`config.mk`:
```
export PLATFORM = sky130hd
export DESIGN_NAME = itch_result_arbiter
export DESIGN_NICKNAME = d
export VERILOG_FILES = /design/src/rtl/itch_result_arbiter.sv
export SDC_FILE = /design/constraint.sdc
export NUM_CORES = 2
export LEC_CHECK = 0
export ABC_CLOCK_PERIOD_IN_PS = 10500
export CAP_MARGIN = 20
export CORE_MARGIN = 1.5
export CORE_UTILIZATION = 25
export CTS_BUF_LIST = sky130_fd_sc_hd__clkbuf_8
export DETAILED_ROUTE_END_ITERATION = 16
export PLACE_DENSITY = 0.43
export RECOVER_POWER = 100
export SETUP_SLACK_MARGIN = 0.2
export SLEW_MARGIN = 20
export SYNTH_ARGS = -nofsm -noshare
export SYNTH_HDL_FRONTEND = slang
export SYNTH_SLANG_ARGS = --single-unit
```
`constraint.sdc`:
```
create_clock -name clk -period 10.5 [get_ports clk]
set_clock_uncertainty 0.1 [all_clocks]
set_input_delay 2.625 -clock clk [delete_from_list [all_inputs] [get_ports clk]]
set_output_delay 2.625 -clock clk [all_outputs]
set_load 0.1 [all_outputs]
```
`src/rtl/itch_result_arbiter.sv`:
```
// itch_result_arbiter
// Merges the six per-type ITCH decoder result pulses into one ordered,
// back-pressured stream. Each source owns a one-entry holding slot; a
// round-robin arbiter moves at most one slot per cycle into the output FIFO.
// Pulses that find their slot still occupied are dropped and counted.

module itch_result_arbiter #(
    parameter int DEPTH = 8,
    parameter int CNT_W = 16
) (
    input  logic                     clk,
    input  logic                     rst,
    input  logic [5:0]               src_valid,
    input  logic [383:0]             src_ref,
    input  logic [191:0]             src_qty,
    output logic                     out_valid,
    input  logic                     out_ready,
    output logic [2:0]               out_type,
    output logic [63:0]              out_ref,
    output logic [31:0]              out_qty,
    output logic                     drop_flag,
    output logic [CNT_W-1:0]         drop_count,
    input  logic                     clr_drop,
    output logic [$clog2(DEPTH):0]   fifo_level
);

    localparam int NSRC  = 6;
    localparam int AW    = $clog2(DEPTH);
    localparam int LW    = AW + 1;
    localparam int ENT_W = 3 + 64 + 32;
    localparam logic [LW-1:0] FULL_LVL = LW'(DEPTH);

    // Index of the source 'off' positions after 'base', wrapping modulo 6.
    function automatic logic [2:0] rr_idx(input logic [2:0] base, input logic [2:0] off);
        logic [3:0] sum;
        sum = {1'b0, base} + {1'b0, off};
        return (sum >= 4'd6) ? 3'(sum - 4'd6) : sum[2:0];
    endfunction

    // Holding slots
    logic [NSRC-1:0]   slot_vld_r;
    logic [63:0]       slot_ref_r [NSRC];
    logic [31:0]       slot_qty_r [NSRC];

    // Arbiter
    logic [2:0]        rr_ptr_r;
    logic [2:0]        cand_s;
    logic              grant_vld_s;
    logic [2:0]        grant_idx_s;
    logic [NSRC-1:0]   grant_oh_s;
    logic [NSRC-1:0]   cap_s;
    logic [NSRC-1:0]   drop_s;
    logic [2:0]        drop_num_s;

    // FIFO
    logic [ENT_W-1:0]  mem_r [DEPTH];
    logic [AW-1:0]     wr_ptr_r;
    logic [AW-1:0]     rd_ptr_r;
    logic [AW-1:0]     rd_ptr_next_s;
    logic [LW-1:0]     level_r;
    logic [LW-1:0]     level_next_s;
    logic              push_s;
    logic              pop_s;
    logic [ENT_W-1:0]  wdata_s;
    logic [ENT_W-1:0]  head_next_s;
    logic              out_valid_r;
    logic [ENT_W-1:0]  out_ent_r;

    // Drop accounting
    logic              drop_flag_r;
    logic [CNT_W-1:0]  drop_cnt_r;
    logic              flag_next_s;
    logic [CNT_W-1:0]  cnt_base_s;
    logic [CNT_W:0]    cnt_sum_s;
    logic [CNT_W-1:0]  cnt_next_s;

    // Round-robin search: scan offsets high to low so the lowest offset from the pointer wins.
    always_comb begin
        grant_vld_s = 1'b0;
        grant_idx_s = 3'd0;
        cand_s      = 3'd0;
        if (level_r != FULL_LVL) begin
            for (int k = NSRC - 1; k >= 0; k--) begin
                cand_s = rr_idx(rr_ptr_r, 3'(k));
                if (slot_vld_r[cand_s]) begin
                    grant_vld_s = 1'b1;
                    grant_idx_s = cand_s;
                end else begin
                    grant_vld_s = grant_vld_s;
                    grant_idx_s = grant_idx_s;
                end
            end
        end else begin
            grant_vld_s = 1'b0;
            grant_idx_s = 3'd0;
        end
    end

    // A slot accepts a pulse when empty or when it is being drained this cycle; otherwise the pulse drops.
    always_comb begin
        grant_oh_s = 6'b000000;
        drop_num_s = 3'd0;
        if (grant_vld_s) begin
            grant_oh_s = 6'b000001 << grant_idx_s;
        end else begin
            grant_oh_s = 6'b000000;
        end
        cap_s  = src_valid & (~slot_vld_r | grant_oh_s);
        drop_s = src_valid & ~cap_s;
        for (int i = 0; i < NSRC; i++) begin
            drop_num_s = drop_num_s + {2'b00, drop_s[i]};
        end
    end

    // Next drop flag/count: a clear zeroes the base, same-cycle drops are then added with saturation.
    always_comb begin
        cnt_base_s  = {CNT_W{1'b0}};
        flag_next_s = 1'b0;
        if (clr_drop) begin
            cnt_base_s  = {CNT_W{1'b0}};
            flag_next_s = |drop_s;
        end else begin
            cnt_base_s  = drop_cnt_r;
            flag_next_s = drop_flag_r | (|drop_s);
        end
        cnt_sum_s = {1'b0, cnt_base_s} + (CNT_W + 1)'(drop_num_s);
        if (cnt_sum_s[CNT_W]) begin
            cnt_next_s = {CNT_W{1'b1}};
        end else begin
            cnt_next_s = cnt_sum_s[CNT_W-1:0];
        end
    end

    // FIFO control and next head entry (bypasses the write when it lands at the new head).
    always_comb begin
        push_s  = grant_vld_s;
        pop_s   = out_valid_r & out_ready;
        wdata_s = {grant_idx_s, slot_ref_r[grant_idx_s], slot_qty_r[grant_idx_s]};
        if (pop_s) begin
            rd_ptr_next_s = rd_ptr_r + AW'(1'b1);
        end else begin
            rd_ptr_next_s = rd_ptr_r;
        end
        level_next_s = level_r + LW'(push_s) - LW'(pop_s);
        if (push_s && (wr_ptr_r == rd_ptr_next_s)) begin
            head_next_s = wdata_s;
        end else begin
            head_next_s = mem_r[rd_ptr_next_s];
        end
    end

    // Slot occupancy and contents: load on capture, empty on grant, otherwise hold.
    always_ff @(posedge clk or negedge rst) begin
        if (!rst) begin
            slot_vld_r <= 6'b000000;
            for (int i = 0; i < NSRC; i++) begin
                slot_ref_r[i] <= 64'd0;
                slot_qty_r[i] <= 32'd0;
            end
        end else begin
            for (int i = 0; i < NSRC; i++) begin
                if (cap_s[i]) begin
                    slot_vld_r[i] <= 1'b1;
                    slot_ref_r[i] <= src_ref[64*i +: 64];
                    slot_qty_r[i] <= src_qty[32*i +: 32];
                end else if (grant_oh_s[i]) begin
                    slot_vld_r[i] <= 1'b0;
                end else begin
                    slot_vld_r[i] <= slot_vld_r[i];
                end
            end
        end
    end

    // Round-robin pointer moves just past the granted source; unchanged without a grant.
    always_ff @(posedge clk or negedge rst) begin
        if (!rst) begin
            rr_ptr_r <= 3'd0;
        end else if (grant_vld_s) begin
            rr_ptr_r <= rr_idx(grant_idx_s, 3'd1);
        end else begin
            rr_ptr_r <= rr_ptr_r;
        end
    end

    // FIFO storage; contents are meaningless outside the pointer window, so no reset is needed.
    always_ff @(posedge clk) begin
        if (push_s) begin
            mem_r[wr_ptr_r] <= wdata_s;
        end
    end

    // FIFO pointers, level and the registered head presented on out_*.
    always_ff @(posedge clk or negedge rst) begin
        if (!rst) begin
            wr_ptr_r    <= {AW{1'b0}};
            rd_ptr_r    <= {AW{1'b0}};
            level_r     <= {LW{1'b0}};
            out_valid_r <= 1'b0;
            out_ent_r   <= {ENT_W{1'b0}};
        end else begin
            if (push_s) begin
                wr_ptr_r <= wr_ptr_r + AW'(1'b1);
            end else begin
                wr_ptr_r <= wr_ptr_r;
            end
            rd_ptr_r    <= rd_ptr_next_s;
            level_r     <= level_next_s;
            out_valid_r <= (level_next_s != {LW{1'b0}});
            out_ent_r   <= head_next_s;
        end
    end

    // Sticky drop flag and saturating drop counter.
    always_ff @(posedge clk or negedge rst) begin
        if (!rst) begin
            drop_flag_r <= 1'b0;
            drop_cnt_r  <= {CNT_W{1'b0}};
        end else begin
            drop_flag_r <= flag_next_s;
            drop_cnt_r  <= cnt_next_s;
        end
    end

    assign out_valid  = out_valid_r;
    assign out_type   = out_ent_r[ENT_W-1 -: 3];
    assign out_ref    = out_ent_r[95:32];
    assign out_qty    = out_ent_r[31:0];
    assign drop_flag  = drop_flag_r;
    assign drop_count = drop_cnt_r;
    assign fifo_level = level_r;

endmodule

```
==> out/qor.txt <==
Outcome: complete, but fails checks
Failing checks: capacitance limit, slew limit
Hold-critical path depth: 1
Number of buffers added by the clock tree synthesis step: 300
Final worst path period need: 9.11 ns
TritonCTS clock tree: built
Average cell area after synthesis: 13.6 um^2
Largest area contributor in the synthesized netlist: sky130_fd_sc_hd__edfxtp_1
Final WL: 201000 um
Number of global-route vias before repair: 42900
Resize count post-CTS: 0
Post-synth ARST share: 0.473
CP Cell Sequence: inv_1 -> ha_1 -> inv_1 -> o31ai_1 -> or4_1 -> nand3_1 -> o31a_1 -> o21ai_0 -> clkbuf_1 -> inv_8 -> ha_1 -> inv_1 -> o21ai_0 -> nand2_1 -> clkbuf_1 -> mux2_2
Kind of start point of the critical path: register
Bufs on Longest Clock Path: 4
Cell seen most often among critical-path stages: sky130_fd_sc_hd__inv_1
Synth unique cells: 65
Nets: 6035
Data required time of the critical path: 11.27 ns
Setup violators final: 0
Peak fanout along the critical path: 62
Finished Layout Cells: 9017
Hold-critical path endpoint: slot_ref_r[202]
Area of all placed cells without fillers: 0.0792 mm^2
DRT Pass-1 Iters: 5
First-pass GRT wire length: 294000 um
Layout cell share with drive strength beyond 1: 0.158
Full die area: 0.258 mm^2
Final weighted congestion in routability-driven placement: 0.748
PnR worst setup slack: 1.39 ns
Proportion of synthesized chip area in sequential cells: 0.654
Critical path's top delay family: buffers and inverters
Total nets after synthesis: 5280
Element type at the critical path end: register
Yosys top cell area share: 0.374
Combined area of all synthesized cells: 0.0636 mm^2
Antenna violation net count after detailed routing: 0
Share of the clock period used by the worst path: 0.868
Final hold vios: 0
Final standard cell utilization of the core: 0.312
Post-Place Worst Slack: 1.87 ns
Instance area at placement: 0.0743 mm^2
Ys flop type: sky130_fd_sc_hd__edfxtp_1
Crit path max-delay cell type: sky130_fd_sc_hd__clkbuf_1
Cell count after placement: 8485
Most frequent cell after synthesis: sky130_fd_sc_hd__nand2_1
Data arrival at the endpoint of the critical path: 9.88 ns
PortBufs: 706
List of most frequent post-synthesis cells: sky130_fd_sc_hd__nand2_1 (830), sky130_fd_sc_hd__edfxtp_1 (792), sky130_fd_sc_hd__dfrtp_1 (712)
Clk Latency, worst-skew pair: 1.05 ns
Effective utilization at floorplan: 0.251
Number of cells produced by synthesis: 4666
Post-CTS Hold Fix Bufs: 0
GRT Overall Usage: 0.153
Pin count of the biggest net entering global routing: 159
Class of the most critical hold timing path: reg -> reg
Core region area: 0.254 mm^2
Die height: 508 um
Longest individual stage delay on the worst path: 2.45 ns
Remaining routing DRC violations: 0
Count of max-cap constraint violations: 44
Largest cells by area after synthesis: sky130_fd_sc_hd__edfxtp_1 (37%), sky130_fd_sc_hd__dfrtp_1 (28%), sky130_fd_sc_hd__mux2_2 (8.2%), sky130_fd_sc_hd__nand2_1 (4.9%), sky130_fd_sc_hd__mux2i_1 (4.7%)
Routed via count: 40800
Clock tree root buffer cell: sky130_fd_sc_hd__clkbuf_8
Io pins: 707
Post-CTS repair timing setup buffer count: 0
Half-perimeter wire length after detailed placement: 122000 um
Floorplan row count: 185
Count of flip-flops with a built-in enable after synthesis: 792
Layout area overhead: 24.5%
Worst slew pin tran: 4.44 ns
Worst Reg-to-Reg Cells: 16
Max transition margin: -1.96
Die extent in x: 508 um
Grt ovf: 0
Count of clock tree sinks: 1504
Detailed-route wire length per cell: 22.3 um
Per-cell via count in the routed design: 4.53
RSZ-0062 raised after global routing: no
Total buffers and inverters traversed by the critical path: 6
Ys Warns: 0
Starting DRT DRC Count: 2084
Clock-pin slew reported for the worst setup and hold paths after clock tree synthesis: 0.05 ns
Final Slew Violations: 1958
Setup slack, reg-to-reg: 1.39 ns
Level count of the clock H-tree: 5
Timing-limited maximum frequency: 0.110 GHz
Worst hold path startpoint: slot_ref_r[202]
Worst Setup Path Type: reg -> reg
Launching point of the worst reg2reg path: rr_ptr_r[0]
Antenna violations before repair: 19
Number of storage elements in the synthesis netlist: 1504
Endpoint of the worst-slack reg-to-reg timing path: slot_ref_r[121]
-- through the flow --
stage                     setup TNS [ns]  hold WS [ns]
final                                  0         0.389
after detailed placement               0         0.381
after global placement                 0         0.374
after global routing                   0         0.396
after CTS                              0         0.393
after floorplan                   -39.82         0.364
-- flip-flops by register name, indices dropped and copies added, names as in the netlist --
signal      flops
mem_r         792
slot_ref_r    384
slot_qty_r    192
out_ent_r      99
drop_count     16
slot_vld_r      6
fifo_level      4
rd_ptr_r        3
rr_ptr_r        3
wr_ptr_r        3
drop_flag       1
out_valid       1
-- cell type report --
class                   instances  area [um^2]
repair buffers                774         7500
diodes                         11         27.5
inverters                      30          148
fillers                     25600       174000
multi-input cells            2811        20200
clock inverters               175          788
well taps                    3366         4210
clock buffers                 346         4760
flip-flops and latches       1504        41600
-- per-layer routing --
| metal | vias to the layer above | track usage | routed length, um |
|---|---|---|---|
| li1 | 18800 | - | - |
| met2 | 933 | 0.261 | 99100 |
| met4 | 20 | 0.0417 | 4690 |
| met1 | 20800 | 0.193 | 86200 |
| met3 | 335 | 0.0365 | 10800 |
| met5 | - | 0 | 138 |
-- how the worst max path moves through the flow --
stage | from | end | slack [ns] | cells after the start
after floorplan | rr_ptr_r[0] | mem_r[4][0] | -0.21 | 12
after global placement | rr_ptr_r[2] | drop_count[10] | 2.01 | 23
after detailed placement | rr_ptr_r[2] | drop_count[13] | 1.87 | 23
after CTS | rr_ptr_r[2] | drop_count[4] | 1.85 | 23
after global routing | rr_ptr_r[0] | slot_ref_r[121] | 0.77 | 15
final | rr_ptr_r[0] | slot_ref_r[121] | 1.39 | 16
-- layout by cell type, fill, tap and decap left out, types with 7 or more instances in the layout --
cell | synthesis | final
sky130_fd_sc_hd__clkinv_1 | 1 | 24
sky130_fd_sc_hd__o21bai_1 | 96 | 96
sky130_fd_sc_hd__nor2_1 | 18 | 17
sky130_fd_sc_hd__clkinv_2 | 0 | 13
sky130_fd_sc_hd__nand2_1 | 830 | 831
sky130_fd_sc_hd__nor2b_1 | 7 | 7
sky130_fd_sc_hd__nor3_1 | 14 | 14
sky130_fd_sc_hd__clkdlybuf4s50_1 | 0 | 583
sky130_fd_sc_hd__a2bb2oi_1 | 96 | 96
sky130_fd_sc_hd__buf_4 | 4 | 19
sky130_fd_sc_hd__a311oi_1 | 104 | 104
sky130_fd_sc_hd__inv_1 | 27 | 150
sky130_fd_sc_hd__nand2b_1 | 13 | 13
sky130_fd_sc_hd__edfxtp_1 | 792 | 792
sky130_fd_sc_hd__diode_2 | 0 | 11
sky130_fd_sc_hd__dlygate4sd3_1 | 0 | 120
sky130_fd_sc_hd__a21oi_1 | 14 | 13
sky130_fd_sc_hd__o21ai_0 | 89 | 108
sky130_fd_sc_hd__o22ai_1 | 98 | 98
sky130_fd_sc_hd__clkbuf_8 | 0 | 346
sky130_fd_sc_hd__xnor2_1 | 15 | 15
sky130_fd_sc_hd__xor2_1 | 8 | 7
sky130_fd_sc_hd__mux2_2 | 461 | 461
sky130_fd_sc_hd__a31oi_1 | 98 | 99
sky130_fd_sc_hd__buf_12 | 0 | 7
sky130_fd_sc_hd__dfrtp_1 | 712 | 712
sky130_fd_sc_hd__ha_1 | 23 | 23
sky130_fd_sc_hd__mux2_1 | 40 | 117
sky130_fd_sc_hd__clkbuf_1 | 210 | 35
sky130_fd_sc_hd__clkbuf_2 | 0 | 9
sky130_fd_sc_hd__mux2i_1 | 300 | 299
sky130_fd_sc_hd__nand3_1 | 210 | 210
sky130_fd_sc_hd__and3_1 | 100 | 100
-- cell families (layout without fill, tap and decap cells) --
logic type      Yosys count  in the layout  share of synthesized area
compound gates          651            651                     0.0731
xor+xnor                 25             25                    0.00385
fa+ha+maj                29             29                    0.00625
buf+inv                 351           1325                     0.0248
flops                  1504           1504                      0.654
mux                     883            883                      0.155
other cells               0             11                          0
simple gates           1223           1223                     0.0829
Power is not shown: default switching activity piles up to over one toggle a cycle in this logic, so the estimate is an artifact.
